### src/rtl/hilo_muldiv_ctrl_pkg.sv
// Shared encodings for the HI/LO multiply/divide sequencer.
package hilo_muldiv_ctrl_pkg;

   // req_op encodings as decoded by EX
   typedef enum logic [1:0] {
      OP_MULT  = 2'b00,
      OP_MULTU = 2'b01,
      OP_DIV   = 2'b10,
      OP_DIVU  = 2'b11
   } muldiv_op_e;

   // Sequencer state encoding
   localparam logic [1:0] ST_IDLE     = 2'd0;
   localparam logic [1:0] ST_MUL_WAIT = 2'd1;
   localparam logic [1:0] ST_DIV_RUN  = 2'd2;
   localparam logic [1:0] ST_DONE     = 2'd3;

   // LO value written for a division by zero (quotient of all ones)
   localparam logic [31:0] DIV0_LO = 32'hFFFF_FFFF;

   function automatic logic op_is_signed(input logic [1:0] op);
      return (op == OP_MULT) || (op == OP_DIV);
   endfunction

   function automatic logic op_is_div(input logic [1:0] op);
      return (op == OP_DIV) || (op == OP_DIVU);
   endfunction

endpackage

### src/rtl/hilo_muldiv_ctrl.sv
// HI/LO multiply/divide sequencer for the EX stage.
// Accepts one MULT/MULTU/DIV/DIVU at a time, feeds the external pipelined
// multiplier and start/ready divider from registered operands, stalls the
// pipeline until the result exists and then issues a one-cycle HI/LO write.
// Optional build macro MULDIV_STATS_EN adds the stall_cycles counter output.
module hilo_muldiv_ctrl
   import hilo_muldiv_ctrl_pkg::*;
#(
   parameter int unsigned MUL_LAT = 2
) (
   input  logic        clk,
   input  logic        rst,
   input  logic        req_valid,
   input  logic [1:0]  req_op,
   input  logic [31:0] src_a,
   input  logic [31:0] src_b,
   input  logic        annul,
   output logic        mul_signed,
   output logic [31:0] mul_opa,
   output logic [31:0] mul_opb,
   input  logic [63:0] mul_result,
   output logic        div_start,
   output logic        div_signed,
   output logic [31:0] div_opa,
   output logic [31:0] div_opb,
   input  logic        div_ready,
   input  logic [63:0] div_result,
   output logic        stallreq,
   output logic        busy,
`ifdef MULDIV_STATS_EN
   output logic [31:0] stall_cycles,
`endif
   output logic        hilo_we,
   output logic [31:0] hi_o,
   output logic [31:0] lo_o
);

   localparam logic [2:0] CNT_INIT = 3'(MUL_LAT);

   logic [1:0]  r_state;
   logic [2:0]  r_cnt;
   logic [31:0] r_opa;
   logic [31:0] r_opb;
   logic        r_signed;
   logic [31:0] r_hi;
   logic [31:0] r_lo;

   logic [1:0]  w_state_nxt;
   logic [2:0]  w_cnt_nxt;
   logic [31:0] w_opa_nxt;
   logic [31:0] w_opb_nxt;
   logic        w_signed_nxt;
   logic [31:0] w_hi_nxt;
   logic [31:0] w_lo_nxt;

   // Next-state: annul abandons whatever is in flight, otherwise walk the FSM
   always_comb begin
      w_state_nxt  = r_state;
      w_cnt_nxt    = r_cnt;
      w_opa_nxt    = r_opa;
      w_opb_nxt    = r_opb;
      w_signed_nxt = r_signed;
      w_hi_nxt     = r_hi;
      w_lo_nxt     = r_lo;
      if (annul) begin
         w_state_nxt = ST_IDLE;
      end else begin
         case (r_state)
            ST_IDLE: begin
               if (req_valid) begin
                  w_opa_nxt    = src_a;
                  w_opb_nxt    = src_b;
                  w_signed_nxt = op_is_signed(req_op);
                  if (!op_is_div(req_op)) begin
                     w_state_nxt = ST_MUL_WAIT;
                     w_cnt_nxt   = CNT_INIT;
                  end else if (src_b == 32'd0) begin
                     // Divide by zero is resolved here; the divider never starts
                     w_hi_nxt    = src_a;
                     w_lo_nxt    = DIV0_LO;
                     w_state_nxt = ST_DONE;
                  end else begin
                     w_state_nxt = ST_DIV_RUN;
                  end
               end
            end
            ST_MUL_WAIT: begin
               w_cnt_nxt = r_cnt - 3'd1;
               if (r_cnt == 3'd1) begin
                  {w_hi_nxt, w_lo_nxt} = mul_result;
                  w_state_nxt          = ST_DONE;
               end
            end
            ST_DIV_RUN: begin
               if (div_ready) begin
                  // Divider returns {remainder, quotient} = {HI, LO}
                  w_hi_nxt    = div_result[63:32];
                  w_lo_nxt    = div_result[31:0];
                  w_state_nxt = ST_DONE;
               end
            end
            ST_DONE: begin
               w_state_nxt = ST_IDLE;
            end
            default: begin
               w_state_nxt = ST_IDLE;
            end
         endcase
      end
   end

   // State, counter, operand and result registers with synchronous reset
   always_ff @(posedge clk) begin
      if (rst) begin
         r_state  <= ST_IDLE;
         r_cnt    <= 3'd0;
         r_opa    <= 32'd0;
         r_opb    <= 32'd0;
         r_signed <= 1'b0;
         r_hi     <= 32'd0;
         r_lo     <= 32'd0;
      end else begin
         r_state  <= w_state_nxt;
         r_cnt    <= w_cnt_nxt;
         r_opa    <= w_opa_nxt;
         r_opb    <= w_opb_nxt;
         r_signed <= w_signed_nxt;
         r_hi     <= w_hi_nxt;
         r_lo     <= w_lo_nxt;
      end
   end

   // Stall while an op is being accepted or is still producing its result
   always_comb begin
      stallreq = 1'b0;
      case (r_state)
         ST_IDLE:     stallreq = req_valid & ~annul;
         ST_MUL_WAIT: stallreq = 1'b1;
         ST_DIV_RUN:  stallreq = 1'b1;
         default:     stallreq = 1'b0;
      endcase
   end

   // Divider start is a level held through DIV_RUN, dropped on ready or annul
   always_comb begin
      div_start = (r_state == ST_DIV_RUN) & ~div_ready & ~annul;
      hilo_we   = (r_state == ST_DONE) & ~annul;
      busy      = (r_state != ST_IDLE);
   end

   assign mul_signed = r_signed;
   assign mul_opa    = r_opa;
   assign mul_opb    = r_opb;
   assign div_signed = r_signed;
   assign div_opa    = r_opa;
   assign div_opb    = r_opb;
   assign hi_o       = r_hi;
   assign lo_o       = r_lo;

`ifdef MULDIV_STATS_EN
   logic [31:0] r_stall_cycles;

   // Saturating count of stalled cycles; only rst clears it
   always_ff @(posedge clk) begin
      if (rst) begin
         r_stall_cycles <= 32'd0;
      end else if (stallreq && (r_stall_cycles != 32'hFFFF_FFFF)) begin
         r_stall_cycles <= r_stall_cycles + 32'd1;
      end
   end

   assign stall_cycles = r_stall_cycles;
`endif

endmodule

### config.mk
export PLATFORM = sky130hd
export DESIGN_NAME = hilo_muldiv_ctrl
export DESIGN_NICKNAME = d
export VERILOG_FILES = /design/src/rtl/hilo_muldiv_ctrl_pkg.sv /design/src/rtl/hilo_muldiv_ctrl.sv
export SDC_FILE = /design/constraint.sdc
export NUM_CORES = 1
export LEC_CHECK = 0
export CAP_MARGIN = 15
export CORE_AREA = 8 8 148 150
export CTS_CLUSTER_DIAMETER = 80
export DETAILED_ROUTE_END_ITERATION = 7
export DIE_AREA = 0 0 156 158
export PLACE_DENSITY = 0.76
export SLEW_MARGIN = 20
export SYNTH_ARGS = -nofsm -noshare
export SYNTH_HDL_FRONTEND = slang
export SYNTH_SLANG_ARGS = --single-unit
### constraint.sdc
create_clock -name clk -period 2.05 [get_ports clk]
set_clock_uncertainty 0.05 [all_clocks]
set_input_delay 0.5125 -clock clk [delete_from_list [all_inputs] [get_ports clk]]
set_output_delay 0.5125 -clock clk [all_outputs]
set_load 0.02 [all_outputs]
==> flow_metrics.py <==
metrics = {
    "sta": {
        "fin_crit_ps": 2310,
        "setup_viol_count_final": 67,
        "finalCritPeriodShare_pct": 113,
        "relSlewSlack_pct": 47.2,
        "worst_pin_slew_ps": 792,
        "setup_ws_ps": -263,
        "rsz0062_at_grt": "true",
        "fmax_ghz": 0.432,
        "hold_viol": 0,
        "whs_ps": 353,
        "finalMaxSlewViolations": 0,
    },
    "routing": {
        "viasPerCell": 5.20,
        "firstDrtPassIters": 5,
        "drc": 0,
        "drt_iter0_markers": 459,
        "detail-route-antenna-nets": 0,
        "avgRoutedWirePerCell_um": 21.7,
        "dr_total_vias": 7426,
        "drt-total-wl_mm": 31.0,
    },
    "critical_path": {
        "cp_data_required_time_ps": 2300,
        "critPathLaunchType": "register",
        "timing.rr.end": "lo_o[8]",
        "rrSetupSlack_ps": -260,
        "reg2reg_from": "r_state[0]",
        "endpoint_kind": "register",
        "crit_type": "reg2reg",
        "ff2ff_path_depth": 10,
        "path_max_fanout": 16,
        "cp.arrival_ps": 2560,
    },
    "yosys": {
        "netlist_instances": 785,
        "synth_area_per_cell_sq_um": 8.27,
        "yosysUniqueCellTypes": 36,
        "async_flop_share_pct": 0,
        "synth_fp_nets": 990,
        "synth_edf_count": 0,
        "ys_ff_latch": 134,
        "synth_flop_cell": "dfxtp_1",
        "netlist_area_sq_um": 6490,
        "seq_area_frac_synth_pct": 41.3,
        "ys_warn_count": 0,
    },
    "final_layout": {
        "postLayoutCellArea_sq_um": 12200,
        "layout-area-overhead-vs-synth_pct": 88.6,
        "nNetsFinal": 1349,
        "drive_gt1_share_pct": 19.7,
        "stdcell_count": 1428,
    },
    "power_and_ir_drop": {
        "irDropWorstVdd_mv": 0.530,
        "p_leak_nw": 4.54,
        "p_total_w": 0.00820,
        "power.density_nw_per_um2": 670,
    },
    "clock_network": {
        "htree_levels": 4,
        "cts-root-buf": "clkbuf_16",
        "cts_max_path_buffers": 2,
        "cts_buffers": 17,
        "cts_hold_buf": 0,
        "clk_pin_slew_ps": 60,
        "cts_tree": "yes",
        "clock_latency_ps": 410,
        "clkSinkCount": 134,
    },
    "run": {
        "cap_violations": 0,
    },
    "hold_path": {
        "whs_endpoint": "div_opb[15]",
        "hp-start": "src_b[15]",
        "hold_path.class": "in2reg",
        "hold_depth": 3,
    },
    "global_route": {
        "gr-usage-all-layers_pct": 23.6,
        "grt_overflow": 0,
        "grt_max_degree": 70,
        "grt_pass1_wl_mm": 44.4,
        "antenna_found_initial": 3,
        "grt_pass1_vias": 7613,
    },
    "place": {
        "dp.cells": 1356,
        "port_buffers": 396,
        "hpwl_mm": 19.7,
        "preCtsSetupSlack_ps": -639,
        "placed_cell_area_sq_um": 10500,
        "gp_congestion": 0.853,
    },
    "floorplanning": {
        "start_util_pct": 32.9,
        "coreArea_sq_um": 19700,
        "dieWidth_um": 156,
        "num_rows": 52,
        "io_pins": 397,
        "dieArea_sq_um": 24600,
        "die_h_um": 158,
    },
    "outcome": {
        "violations": "setup timing",
        "outcome": "finished with violations",
    },
}
## registers in the layout, indices dropped and copies added, names as in the netlist
signal and cells:
div_opa 32, div_opb 32, div_signed 1, hi_o 32, lo_o 32, r_cnt 3
r_state 2
## through the flow
stage	TNS [ps]	util, %
floorplan	-186	-
global placement	-58980	53.1
detailed placement	-56850	53.1
finish	-14180	62.1
global route	-17390	62.1
CTS	-6870	60.6
## routing by layer
| layer | track usage [%] | wire [um] | up-vias |
|---|---|---|---|
| li1 | - | - | 3489 |
| met1 | 26.3 | 12000 | 3568 |
| met2 | 41.5 | 15900 | 325 |
| met3 | 7.81 | 2560 | 42 |
| met4 | 7.95 | 623 | 2 |
| met5 | 0 | 13 | - |
## timing repair
| action | CTS | global route |
|---|---|---|
| gates resized for setup | 116 | 101 |
| buffers inserted | 21 | 8 |
| endpoints found under the setup margin | 75 | 91 |
| pin swaps | 20 | 26 |
| gates cloned | 15 | 5 |
## cells in the final DEF (no fill, tap or decap), types with 3 or more instances in the layout
| cell type | synthesis | final |
|---|---|---|
| buf_4 | 68 | 39 |
| buf_8 | 0 | 4 |
| buf_16 | 0 | 7 |
| inv_1 | 9 | 5 |
| clkdlybuf4s50_1 | 0 | 345 |
| clkbuf_8 | 0 | 3 |
| ha_1 | 6 | 3 |
| o2111ai_2 | 0 | 9 |
| buf_12 | 0 | 12 |
| buf_6 | 6 | 16 |
| a22oi_1 | 64 | 64 |
| dlygate4sd2_1 | 0 | 20 |
| o21ai_2 | 0 | 20 |
| inv_2 | 0 | 4 |
| nor2_1 | 8 | 6 |
| a21oi_2 | 0 | 12 |
| clkdlybuf4s15_1 | 0 | 4 |
| dlymetal6s2s_1 | 0 | 22 |
| nand2_1 | 166 | 164 |
| o21ai_1 | 0 | 10 |
| bufinv_16 | 0 | 4 |
| o2111ai_1 | 32 | 20 |
| o2111ai_4 | 0 | 3 |
| a211oi_2 | 28 | 29 |
| bufbuf_16 | 0 | 4 |
| clkinv_4 | 0 | 3 |
| a21oi_1 | 131 | 117 |
| dfxtp_1 | 134 | 132 |
| a211oi_1 | 5 | 4 |
| clkbuf_16 | 0 | 21 |
| nor4_2 | 0 | 5 |
## worst max-delay path, cell delays in order, from the launching register on
cell,delay [ps]
dfxtp_2,340
inv_2,60
ha_4,160
buf_6,110
buf_6,110
a222oi_1,500
and2_4,290
buf_4,120
o211a_4,200
buf_16,180
a211oi_2,80
## Yosys cell counts (2+ instances only)
cell | instances | area, sq um
a211oi_1 | 5 | 37.5
a211oi_2 | 28 | 350
a21oi_1 | 131 | 656
a22oi_1 | 64 | 480
buf_1 | 6 | 22.5
buf_2 | 8 | 40.0
buf_4 | 68 | 510
buf_6 | 6 | 67.6
clkbuf_1 | 50 | 188
dfxtp_1 | 134 | 2680
ha_1 | 6 | 75.1
inv_1 | 9 | 33.8
nand2_1 | 166 | 623
nand2b_1 | 2 | 12.5
nor2_1 | 8 | 30.0
nor2b_1 | 2 | 12.5
nor3_1 | 3 | 15.0
nor4_1 | 7 | 43.8
o2111ai_1 | 32 | 280
o21ai_0 | 34 | 170
## cell families (layout without fill, tap and decap cells)
group / Yosys count / count (layout) / share of synthesized area, %
flip-flops: 134 / 134 / 41.3
multiplexers: 1 / 1 / 0.173
adder cells (fa/ha/maj): 6 / 6 / 1.16
other: 0 / 2 / 0
AND/OR/NAND/NOR: 197 / 197 / 12.6
buffers and inverters: 147 / 518 / 13.3
AO/OA/AOI/OAI: 300 / 300 / 31.4
## power by group
group	internal, W	total (W)	switching, W
Sequential	0.00270	0.00277	0.0000762
Clock	0.00213	0.00330	0.00117
Combinational	0.00104	0.00213	0.00109
Total	0.00587	0.00820	0.00233
## final cells by class
cell class	instances	area (sq um)
fillers	1673	7470
repair buffers	478	5140
multi-input cells	504	3400
flip-flops and latches	134	2690
clock buffers	20	467
well taps	270	338
clock inverters	11	173
inverters	9	33.8
diodes	2	5.00
## worst max path at each step
| stage | start | cells past startpoint | to | slack (ps) |
|---|---|---|---|---|
| final | r_state[0] | 10 | lo_o[8] | -260 |
| after global placement | src_b[28] | 8 | lo_o[25] | -690 |
| after CTS | r_state[0] | 9 | hi_o[29] | -150 |
| after floorplan | r_state[0] | 7 | lo_o[11] | -7 |
| after detailed placement | src_b[28] | 8 | lo_o[27] | -640 |
| after global routing | r_state[0] | 10 | lo_o[2] | -300 |
Power figures use the tool's default switching activity.
